==> src/rtl/spi_fifo_drain.sv <==
// spi_fifo_drain: pops {dc,byte} words from the pixel FIFO and shifts them out as SPI mode 0, MSB first
module spi_fifo_drain #(
  parameter int CLKDIV   = 2,
  parameter int DATABITS = 9
) (
  input  logic                clk,
  input  logic                rst_n,
  input  logic                enable,
  input  logic [DATABITS-1:0] fifo_data,
  input  logic                fifo_empty,
  output logic                fifo_read_en,
  output logic                spi_sck,
  output logic                spi_mosi,
  output logic                spi_dc,
  output logic                spi_cs_n,
  output logic                busy
);
  typedef enum logic [1:0] {IDLE, LOAD, SHIFT, END} state_t;
  state_t state, nxt;
  logic [7:0] div, sreg;
  logic [2:0] bitcnt;
  logic go, tick, last;
  assign go   = enable && !fifo_empty;
  assign tick = div == 8'(CLKDIV - 1);
  assign last = tick && spi_sck && bitcnt == 3'd0;
  always_ff @(posedge clk or negedge rst_n)
    if (!rst_n) state <= IDLE;
    else state <= nxt;
  always_comb
    nxt = state == IDLE  ? (go ? LOAD : IDLE) :
          state == LOAD  ? SHIFT :
          state == SHIFT ? (last ? END : SHIFT) :
                           (go ? LOAD : IDLE);
  always_comb fifo_read_en = state == LOAD;
  // cs_n/busy are released from IDLE, so back-to-back bytes keep the bus selected through END
  always_ff @(posedge clk or negedge rst_n)
    if (!rst_n) begin
      spi_sck  <= 1'b0;
      spi_mosi <= 1'b0;
      spi_dc   <= 1'b0;
      spi_cs_n <= 1'b1;
      busy     <= 1'b0;
      div      <= '0;
      sreg     <= '0;
      bitcnt   <= '0;
    end else begin
      case (state)
        IDLE: begin
          spi_cs_n <= 1'b1;
          busy     <= 1'b0;
        end
        LOAD: begin
          sreg     <= fifo_data[7:0];
          spi_mosi <= fifo_data[7];
          spi_dc   <= fifo_data[DATABITS-1];
          bitcnt   <= 3'd7;
          div      <= '0;
          spi_sck  <= 1'b0;
          spi_cs_n <= 1'b0;
          busy     <= 1'b1;
        end
        SHIFT: begin
          div <= tick ? '0 : div + 8'd1;
          if (tick) begin
            spi_sck <= !spi_sck;
            if (spi_sck && bitcnt != 3'd0) begin
              sreg     <= {sreg[6:0], 1'b0};
              spi_mosi <= sreg[6];
              bitcnt   <= bitcnt - 3'd1;
            end
          end
        end
        default: ;
      endcase
    end
endmodule

==> config.mk <==
export PLATFORM = sky130hd
export DESIGN_NAME = spi_fifo_drain
export DESIGN_NICKNAME = d
export VERILOG_FILES = /design/src/rtl/spi_fifo_drain.sv
export SDC_FILE = /design/constraint.sdc
export NUM_CORES = 1
export LEC_CHECK = 0
export CAP_MARGIN = 20
export CELL_PAD_IN_SITES_DETAIL_PLACEMENT = 0
export CELL_PAD_IN_SITES_GLOBAL_PLACEMENT = 2
export CORE_MARGIN = 5
export CORE_UTILIZATION = 36
export DETAILED_ROUTE_END_ITERATION = 10
export DONT_BUFFER_PORTS = 1
export PLACE_DENSITY_LB_ADDON = 0.1
export SLEW_MARGIN = 10
export SYNTH_ARGS = -nofsm -noshare
export SYNTH_HDL_FRONTEND = slang
export SYNTH_SLANG_ARGS = --single-unit
==> constraint.sdc <==
create_clock -name clk -period 1.7 [get_ports clk]
set_input_delay 0.425 -clock clk [delete_from_list [all_inputs] [get_ports clk]]
set_output_delay 0.425 -clock clk [all_outputs]
set_load 0.03 [all_outputs]
**Yosys cells after proc, flatten, opt, wreduce, memory -nomap -nowiden**

Cells that the tools add are included.

- Word-level logic and storage cells: 49
- Register bits after elaboration: 25
- Output and inout bits: 6
- Bits of input ports: 13

- Add/subtract/negate cells: 2
- Equality and inequality tests: 5
- Reduce and logical (&&, ||, !) cells: 13
- Muxes and demuxes: 20

Operators with widths:

| operator | number |
|---|---|
| $pmux 8 s2 | 1 |
| $mux 7 | 2 |
| $pmux 7 s2 | 1 |
| $add 8x1->8 const B | 1 |
| $eq 8x1->1 const B | 1 |
| $mux 8 | 1 |
| $pmux 1 s2 | 4 |
| $mux 2 | 3 |
| $mux 3 | 2 |
| $pmux 3 s2 | 1 |
| $mux 1 | 5 |
| $logic_and 1x1->1 | 4 |
| $reduce_bool 2->1 | 2 |
| $logic_not 3->1 | 1 |
| $reduce_and 3->1 | 1 |
| $reduce_bool 3->1 | 1 |
| $sub 3x1->3 const B | 1 |
| $eq 2x1->1 const B | 1 |
| $eq 2x2->1 const B | 1 |
| $logic_not 1->1 | 2 |
| $logic_not 2->1 | 1 |
| $ne 2x1->1 const B | 1 |
| $ne 2x2->1 const B | 1 |
| $reduce_and 2->1 | 1 |

**Depth between registers and ports, before layout**

Gate-level depths: netlist of run 1.

- Word-level depth: 7
- Gate-level depth with buffers: 7
- Mapped depth without buffers: 6

**Worst setup path before layout of run 1**

No wires, ideal clock.

- Path type: reg2reg
- From: reg div[1]
- To: reg spi_mosi
- Buffers on the path: 0
- Cell stages (with the launch flop): 7
- Data required time: 1.577 ns
- Library setup time: 0.123 ns
- Data arrival time: 1.636 ns
- Period minus slack after synthesis: 1.759 ns
- Slack: -0.059 ns
- Cells stage by stage: dfrtp_1 inv_1 ha_1 or4b_4 nor2_4 nand4_4 o221a_1

- Word-level cells in the longest chain between the ends: 3

RTL lines:

| item | line | RTL |
|---|---|---|
| start, declared | 20 | `logic [7:0] div, sreg;` |
| start signal, assigned | 63 | `div <= tick ? '0 : div + 8'd1;` |
| $eq 8x1->1 | 24 | `assign tick = div == 8'(CLKDIV - 1);` |
| $ne 2x2->1 (no line) | n/a |  |
| $reduce_and 3->1 (no line) | n/a |  |
| end signal, assigned | 54 | `spi_mosi <= fifo_data[7];` |
| end signal, assigned | 68 | `spi_mosi <= sreg[6];` |
| end, declared | 13 | `output logic spi_mosi,` |

Every way passes these cells.
A chain may end at the register's enable or synchronous reset.

**Final worst setup path of run 1**

- From: reg div[1]
- To: reg sreg[1]

- Word-level cells in the longest chain between the ends: 3

RTL lines:

| item | line | RTL |
|---|---|---|
| $eq 8x1->1 | 24 |  |
| $ne 2x2->1 (no line) | n/a |  |
| $reduce_and 3->1 (no line) | n/a |  |
| end signal, assigned | 53 | `sreg <= fifo_data[7:0];` |
| end signal, assigned | 67 | `sreg <= {sreg[6:0], 1'b0};` |
| end, declared | 20 |  |

Every way passes these cells.

==> results of run 1 <==
-- registers in the layout, indices dropped and copies added, names as in the netlist --
| register | cells |
|---|---|
| bitcnt | 3 |
| busy | 1 |
| div | 8 |
| spi_cs_n | 1 |
| spi_dc | 1 |
| spi_mosi | 1 |
| spi_sck | 1 |
| sreg | 7 |
| state | 2 |
-- cell type report --
| type | instances | area, um^2 | share of cell area [%] |
|---|---|---|---|
| multi-input cells | 85 | 686 | 41.2 |
| repair buffers | 26 | 214 | 12.8 |
| flip-flops and latches | 25 | 627 | 37.6 |
| inverters | 8 | 30.0 | 1.80 |
| clock buffers | 3 | 41.3 | 2.48 |
| clock inverters | 1 | 7.51 | 0.451 |
| well taps | 48 | 60.1 | 3.61 |
-- worst min-delay path by stage --
stage                 startpoint                    end  slack [ns]  cells past startpoint
finish              fifo_data[0]    sreg[0]$_DFFE_PN0P_        0.28                      2
global route        fifo_data[0]    sreg[0]$_DFFE_PN0P_        0.29                      2
CTS                 fifo_data[0]    sreg[0]$_DFFE_PN0P_        0.28                      2
detailed placement         rst_n     div[5]$_DFFE_PN0P_        0.13                      0
global placement           rst_n     div[3]$_DFFE_PN0P_        0.13                      0
floorplan                  rst_n  bitcnt[0]$_DFFE_PN0P_        0.13                      0
-- per-layer routing --
layer  vias up  GRT usage (%)  wire, um
met1       484           15.1      1280
met3         2           3.84       101
met2        14           21.6      1410
met5         -              0         0
met4         0           1.88        19
li1        502              -         -
-- logic make-up (layout without fill, tap and decap cells) --
kind of cell,count (synthesis),after routing
and+or+nand+nor,43,43
xor gates and xnor gates,3,3
buffers and inverters,11,38
DFF,25,25
AOI/OAI and AO/OA,29,29
adders and majority gates,7,7
muxes,3,3
-- stage by stage --
| step | cell area [um^2] | hold WS [ns] |
|---|---|---|
| global route | 1670 | 0.287 |
| detailed placement | 1540 | 0.130 |
| global placement | 1540 | 0.130 |
| CTS | 1640 | 0.276 |
| finish | 1670 | 0.278 |
| floorplan | 1320 | 0.129 |
-- power breakdown --
part           switching, mW  internal (mW)
Sequential             0.228          0.794
Clock                  0.187          0.166
Combinational          0.646          0.683
-- placed cells by master (no fill, tap or decap), types with 2 or more instances in the layout --
master	instances
nand2b_1	10
a21oi_1	2
nor3_1	2
xnor2_1	3
ha_1	6
mux2i_1	2
o21ai_0	5
o22a_1	3
o21ai_2	2
nor3b_1	2
inv_1	7
nand3_1	6
dfrtp_1	24
nand4_1	2
nor2_1	4
o22ai_1	2
buf_4	23
nand2_1	4
clkbuf_8	3
o221a_1	7
a21o_1	3
nor2b_1	3
-- worst reg2reg max path, stage by stage, from the launching register on --
cell     delay [ns]
dfrtp_1        0.39
inv_2          0.08
ha_4           0.12
or4b_4         0.49
nor2_4         0.13
nand4_4        0.16
o221a_1        0.31
-- Yosys cell counts (2+ instances only) --
| cell | count |
|---|---|
| a21oi_1 | 2 |
| ha_1 | 7 |
| dfrtp_1 | 24 |
| o22a_1 | 3 |
| o22ai_1 | 2 |
| a21o_1 | 3 |
| clkbuf_1 | 2 |
| o221a_1 | 7 |
| xnor2_1 | 3 |
| nand2b_1 | 10 |
| nor2_1 | 4 |
| nand4_1 | 2 |
| nand3_1 | 6 |
| nor2b_1 | 3 |
| o21ai_0 | 6 |
| nor3b_1 | 2 |
| nor3_1 | 3 |
| nand2_1 | 4 |
| inv_1 | 8 |
| o21ai_2 | 2 |
| mux2i_1 | 2 |
-- what timing repair did --
action                                 in CTS  in global routing
pin swaps                                   5                  2
endpoints found under the hold margin      25                  0
hold buffers                                2                  0
gates resized for setup                     4                  4
setup buffers                               1                  1
setup endpoints to repair                  14                 20
==> metrics.md, run 1 <==
| Metric | Value |
|---|---|
| Outcome | finished with violations |
| Failing checks | setup timing |
| Worst setup EP type | register |
| DRT Pass-1 Iters | 4 |
| Cells after synthesis | 121 |
| Clk_skew | 0.00642 ns |
| Number of I/O pins | 19 |
| Setup WS post-layout | -0.0978 ns |
| CP endpoint | sreg[1]$_DFFE_PN0P_ |
| Post-synth top area share | 45.4% |
| Worst reg2reg path startpoint | div[1]$_DFFE_PN0P_ |
| Fillers | 335 |
| Pleak | around 0.73 nW |
| Ant diodes | 0 |
| Max incr delay on CP | 0.49 ns |
| Pre-CTS setup slack | -0.104 ns |
| Mux cell area share after synthesis | 2.36% |
| Post-synth EDFFs | 0 |
| Cell Area, Synth | 0.00132 mm^2 |
| CTS sink count | 25 |
| RSZ-0062 raised after global routing | true |
| FFs w/ async S/R, synth | 100% |
| Setup CP Type | reg -> reg |
| Drt drc | 0 |
| F_max | around 560 MHz |
| Layout area overhead | 25.8% |
| Top Family by Delay on Critical Path | simple AND/OR/NAND/NOR gates |
| Reg2reg end | sreg[1]$_DFFE_PN0P_ |
| Core area | approximately 0.0036 mm^2 |
| Vias/cell | approximately 5.1 |
| Initial antenna violation count | 0 |
| Placed Cells | 188 |
| Share of layout cells above drive strength 1 | 28.4% |
| Top post-synthesis cells by area | dfrtp_1, ha_1, o221a_1, nand2b_1, nand3_1 |
| Worst path arrival time | 1.96 ns |
| First DRT Iteration DRCs | 38 |
| Reg2reg path depth | 6 |
| Die height | 70.6 um |
| Sum of negative setup slack | -0.776 ns |
| Required time of the critical path | 1.86 ns |
| Worst setup path startpoint | div[1]$_DFFE_PN0P_ |
| Worst path buffer plus inverter count | 1 |
| Largest family of logic cells by synthesized area | simple AND/OR/NAND/NOR gates |
| Syn Nets | about 140 |
| Largest net degree at the start of global routing | 26 |
| GRT Residual Overflow | 0 |
| Routed wire per std cell | 14.3 um |
| Latest clock arrival within the worst-skew pair | 0.27 ns |
| Seq/Total Area, Yosys | 47.4% |
| Initial Util | a little under two fifths |
| Adder-cell share of the synthesized area | 6.62% |
| Vias | 1,002 |
| Final std cells w/o fill | 196 |
| Port Buf Inserts | 0 |
| Total Power | 2.70 mW |
| Tmin final | 1.80 ns |
| Slowest-stage cell, CP | or4b_4 |
| Primary FF master, synth | dfrtp_1 |
| First-pass GRT wire length | a little under 5000 um |
| Slew margin rel. | 71.7% |
| DP HPWL | 2100 um |
| Full die area | 0.00499 mm^2 |
| Die width | 70.6 um |
| Final setup fails | 13 |
| Path length in cells of the critical path | 6 |
| Post-Synth Simple-Gate Area | 20.8% |
| Num rows | 22 |
| Yosys warnings | 0 |
| Final WL | approximately 2800 um |
| Reg2reg setup slack | -0.1 ns |
| H-tree Lvls | 1 |
| GRT Util Overall | between 10% and 20% |
| Crit path max fanout | 8 |
| Crit share post-route | 106% |
| Root Driver | clkbuf_8 |
| CTS tree | built |
| Antenna-violating nets left | 0 |
| Reg clk slew, reported paths | 0.09 ns |
| Syn_area_per_cell | 10.9 um^2 |
| MaxCap Viol Count | 0 |
| PD cells | approximately 1600 mW/mm^2 |
| Hold Violations, Final | 0 |
| Synth Area in Compound Gates | between 10% and 20% |
| Count of nets after finishing | 169 |
| Post-synth cell types | 37 |
| Yosys reg bits | 25 |
| Num CTS Buffers | 3 |
| Longest Clk Path Bufs | 2 |
| CP Launch Type | register |
| Routability cong. | 0.747 |
| Post-route core utilization | between 40% and 50% |
| Synth Area in XOR/XNOR | 1.98% |
| Max-slew violations | 0 |
| Number of global-route vias before repair | 1,069 |
| Top cell type by total area after synthesis | dfrtp_1 |
| Crit-path cells | inv_2, ha_4, or4b_4, nor2_4, nand4_4, o221a_1 |
| Worst-margin pin slew | between 0.4 and 0.5 ns |
| Maximum VDD drop | about 0.00072 V |
| Worst Hold Class | in -> reg |
Note: power is estimated with default switching activity, not from simulation.
==> run 2: changes to the inputs <==
CORE_ASPECT_RATIO = 1.5   (was default)
==> run 2 against run 1 <==
Effect of this change:
- clock power about the same
- the run still ends with setup timing left
- clock skew increased by 0.0049 ns
- register-to-register slack got worse by 0.02 ns
- maximum frequency decreased by 1.1%
- via count increased by 1.2%
- design area increased by 0.90%
- worst setup slack got worse by 0.021 ns
- non-clock buffer count unchanged
- clock-buffer cell count increased by 1
- critical path type unchanged
- die area increased by 0.49%
- global-route usage increased by 0.82 points
- critical endpoint is now div[2]$_DFFE_PN0P_
==> metrics.md, run 2 (synthesis results as in run 1) <==
| Metric | Value |
|---|---|
| Reg clk slew, reported paths | 0.09 ns (about the same) |
| Die width | 59.5 um (was 70.6 um) |
| Num rows | 27 (was 22) |
| Layout area overhead | 26.9% (was 25.8%) |
| Routability cong. | 0.808 (was 0.747) |
| CP Launch Type | register (unchanged) |
| Worst path arrival time | 1.98 ns (was 1.96 ns) |
| Vias/cell | 5.31 (was 5.11) |
| Worst setup EP type | register (unchanged) |
| Hold Slack | 0.274 ns (was 0.278 ns) |
| Largest net degree at the start of global routing | 26 (unchanged) |
| Crit path max fanout | 4 (was 8) |
| Antenna-violating nets left | 0 (unchanged) |
| DRT Pass-1 Iters | 4 (unchanged) |
| Final setup fails | 16 (was 13) |
| Hold Violations, Final | 0 (unchanged) |
| Port Buf Inserts | 0 (unchanged) |
| Failing checks | setup timing (unchanged) |
| Ant diodes | 0 (unchanged) |
| Sum of negative setup slack | -1.19 ns (was -0.776 ns) |
| Maximum VDD drop | 0.000833 V (was 0.000724 V) |
| Slowest-stage cell, CP | or4b_4 (unchanged) |
| Num CTS Buffers | 3 (unchanged) |
| WL met1 | 1200 um (was 1280 um) |
| Slew margin rel. | 78.1% (was 71.7%) |
| Crit share post-route | 107% (was 106%) |
| CTS sink count | 25 (unchanged) |
| Post-route core utilization | 46.5% (was 46.2%) |
| Initial antenna violation count | 0 (unchanged) |
| Share of layout cells above drive strength 1 | 28.4% (unchanged) |
| Top Family by Delay on Critical Path | simple AND/OR/NAND/NOR gates (unchanged) |
| Pre-CTS setup slack | -0.104 ns (about the same) |
| Setup WS post-layout | -0.119 ns (was -0.0978 ns) |
| Largest regs | div x8, sreg x7, bitcnt x3 (unchanged) |
| Final WL | 3040 um (was 2810 um) |
| PD cells | 1670 mW/mm^2 (was 1620 mW/mm^2) |
| First-pass GRT wire length | 5020 um (was 4910 um) |
| Most frequent cells in the layout | dfrtp_1, buf_4, nand2b_1 (unchanged) |
| Setup CP Type | reg -> reg (unchanged) |
| Die height | 84.3 um (was 70.6 um) |
| WL met3 | 87 um (was 101 um) |
| Worst Hold Class | in -> reg (unchanged) |
| Worst-margin pin slew | 0.328 ns (was 0.423 ns) |
| MaxCap Viol Count | 0 (unchanged) |
| H-tree Lvls | 1 (unchanged) |
| Worst path buffer plus inverter count | 3 (was 1) |
| Root Driver | clkbuf_8 (unchanged) |
| Drt drc | 0 (unchanged) |
| Met2 routed WL | 1700 um (was 1410 um) |
| RSZ-0062 raised after global routing | true (unchanged) |
| Total Power | 2.81 mW (was 2.70 mW) |
| Max Used Layer | met4 (unchanged) |
| Top reg by flops | div (unchanged) |
| Count of nets after finishing | 169 (unchanged) |
| Fillers | 344 (was 335) |
| Core area | 0.00361 mm^2 (about the same) |
| GRT Util Overall | 13.1% (was 12.3%) |
| Number of global-route vias before repair | 1,067 (was 1,069) |
| Max incr delay on CP | 0.50 ns (was 0.49 ns) |
| Latest clock arrival within the worst-skew pair | 0.27 ns (about the same) |
| DP HPWL | 2310 um (was 2100 um) |
| Longest Clk Path Bufs | 2 (unchanged) |
| Clk_skew | 0.0114 ns (was 0.00642 ns) |
| Commonest non-fill, non-tap cell in the layout | dfrtp_1 (unchanged) |
| Number of I/O pins | 19 (unchanged) |
| Outcome | finished with violations (unchanged) |
| Max-slew violations | 0 (unchanged) |
| Tmin final | 1.82 ns (was 1.80 ns) |
| Crit-path cells | inv_2, ha_4, or4b_4, buf_12, o21ai_2, buf_4, nor3b_1, a21o_1 (was inv_2, ha_4, or4b_4, nor2_4, nand4_4, o221a_1) |
| Flip-flop count of the largest register after layout | 8 (unchanged) |
| Full die area | 0.00501 mm^2 (was 0.00499 mm^2) |
| CTS tree | built (unchanged) |
| Initial Util | 36.6% (was 36.7%) |
| First DRT Iteration DRCs | 17 (was 38) |
| Routed wire per std cell | 15.9 um (was 14.3 um) |
| F_max | 550 MHz (was 556 MHz) |
| GRT Residual Overflow | 0 (unchanged) |
| Pleak | 0.741 nW (was 0.727 nW) |
| Vias | 1,014 (was 1,002) |
| Required time of the critical path | 1.86 ns (about the same) |
==> run 2: timing repair <==
action | CTS | global route
resized for setup | 4 | 5
setup buffers | 1 | 3
pin swaps | 5 | 3
hold buffers | 2 | 0
setup endpoints to repair | 15 | 19
endpoints found under the hold margin | 25 | 0
==> run 2: per-stage QoR <==
stage | instances | cell area, um^2
after global routing | 191 | 1680
after global placement | 182 | 1520
after floorplan | 121 | 1320
final | 191 | 1680
after CTS | 189 | 1630
after detailed placement | 182 | 1520
==> run 2: layout make-up <==
cell class	instances	area (um^2)	area share [%]
Tap cell	43	53.8	3.20
Timing Repair Buffer	26	226	13.5
Inverter	8	30.0	1.79
Clock buffer	4	45.0	2.68
Multi-Input combinational cell	85	698	41.5
Sequential cell	25	627	37.3
==> run 2: worst reg2reg max path, stage by stage, from the launching register on <==
cell,delay [ns]
dfrtp_1,0.40
inv_2,0.08
ha_4,0.12
or4b_4,0.50
buf_12,0.15
o21ai_2,0.12
buf_4,0.15
nor3b_1,0.05
a21o_1,0.15
==> run 2: worst paths after layout <==
path | from | cells after the start | to | slack, ns
hold reg to reg | bitcnt[1]$_DFFE_PN0P_ | 1 | bitcnt[1]$_DFFE_PN0P_ | 0.52
setup reg to reg | div[1]$_DFFE_PN0P_ | 8 | div[2]$_DFFE_PN0P_ | -0.12
hold / removal | fifo_data[0] | 2 | sreg[0]$_DFFE_PN0P_ | 0.27
setup / recovery | div[1]$_DFFE_PN0P_ | 8 | div[2]$_DFFE_PN0P_ | -0.12
min in group asynchronous | rst_n | 2 | div[6]$_DFFE_PN0P_ | 0.57
max in group asynchronous | rst_n | 2 | spi_cs_n$_DFFE_PN1P_ | 0.90
==> run 2: power breakdown <==
| group | leakage (nW) | total [mW] | switching (mW) | internal, mW |
|---|---|---|---|---|
| clock | 0.0228 | 0.355 | 0.188 | 0.168 |
| combinational | 0.418 | 1.43 | 0.687 | 0.746 |
| sequential | 0.300 | 1.02 | 0.226 | 0.794 |
| total | 0.741 | 2.81 | 1.10 | 1.71 |
==> run 2: layer usage <==
layer  global-route usage (%)  vias to the layer above
li1                         -                      499
met1                     16.2                      498
met2                     21.4                       13
met3                     2.00                        4
met4                     6.85                        0
met5                        0                        -
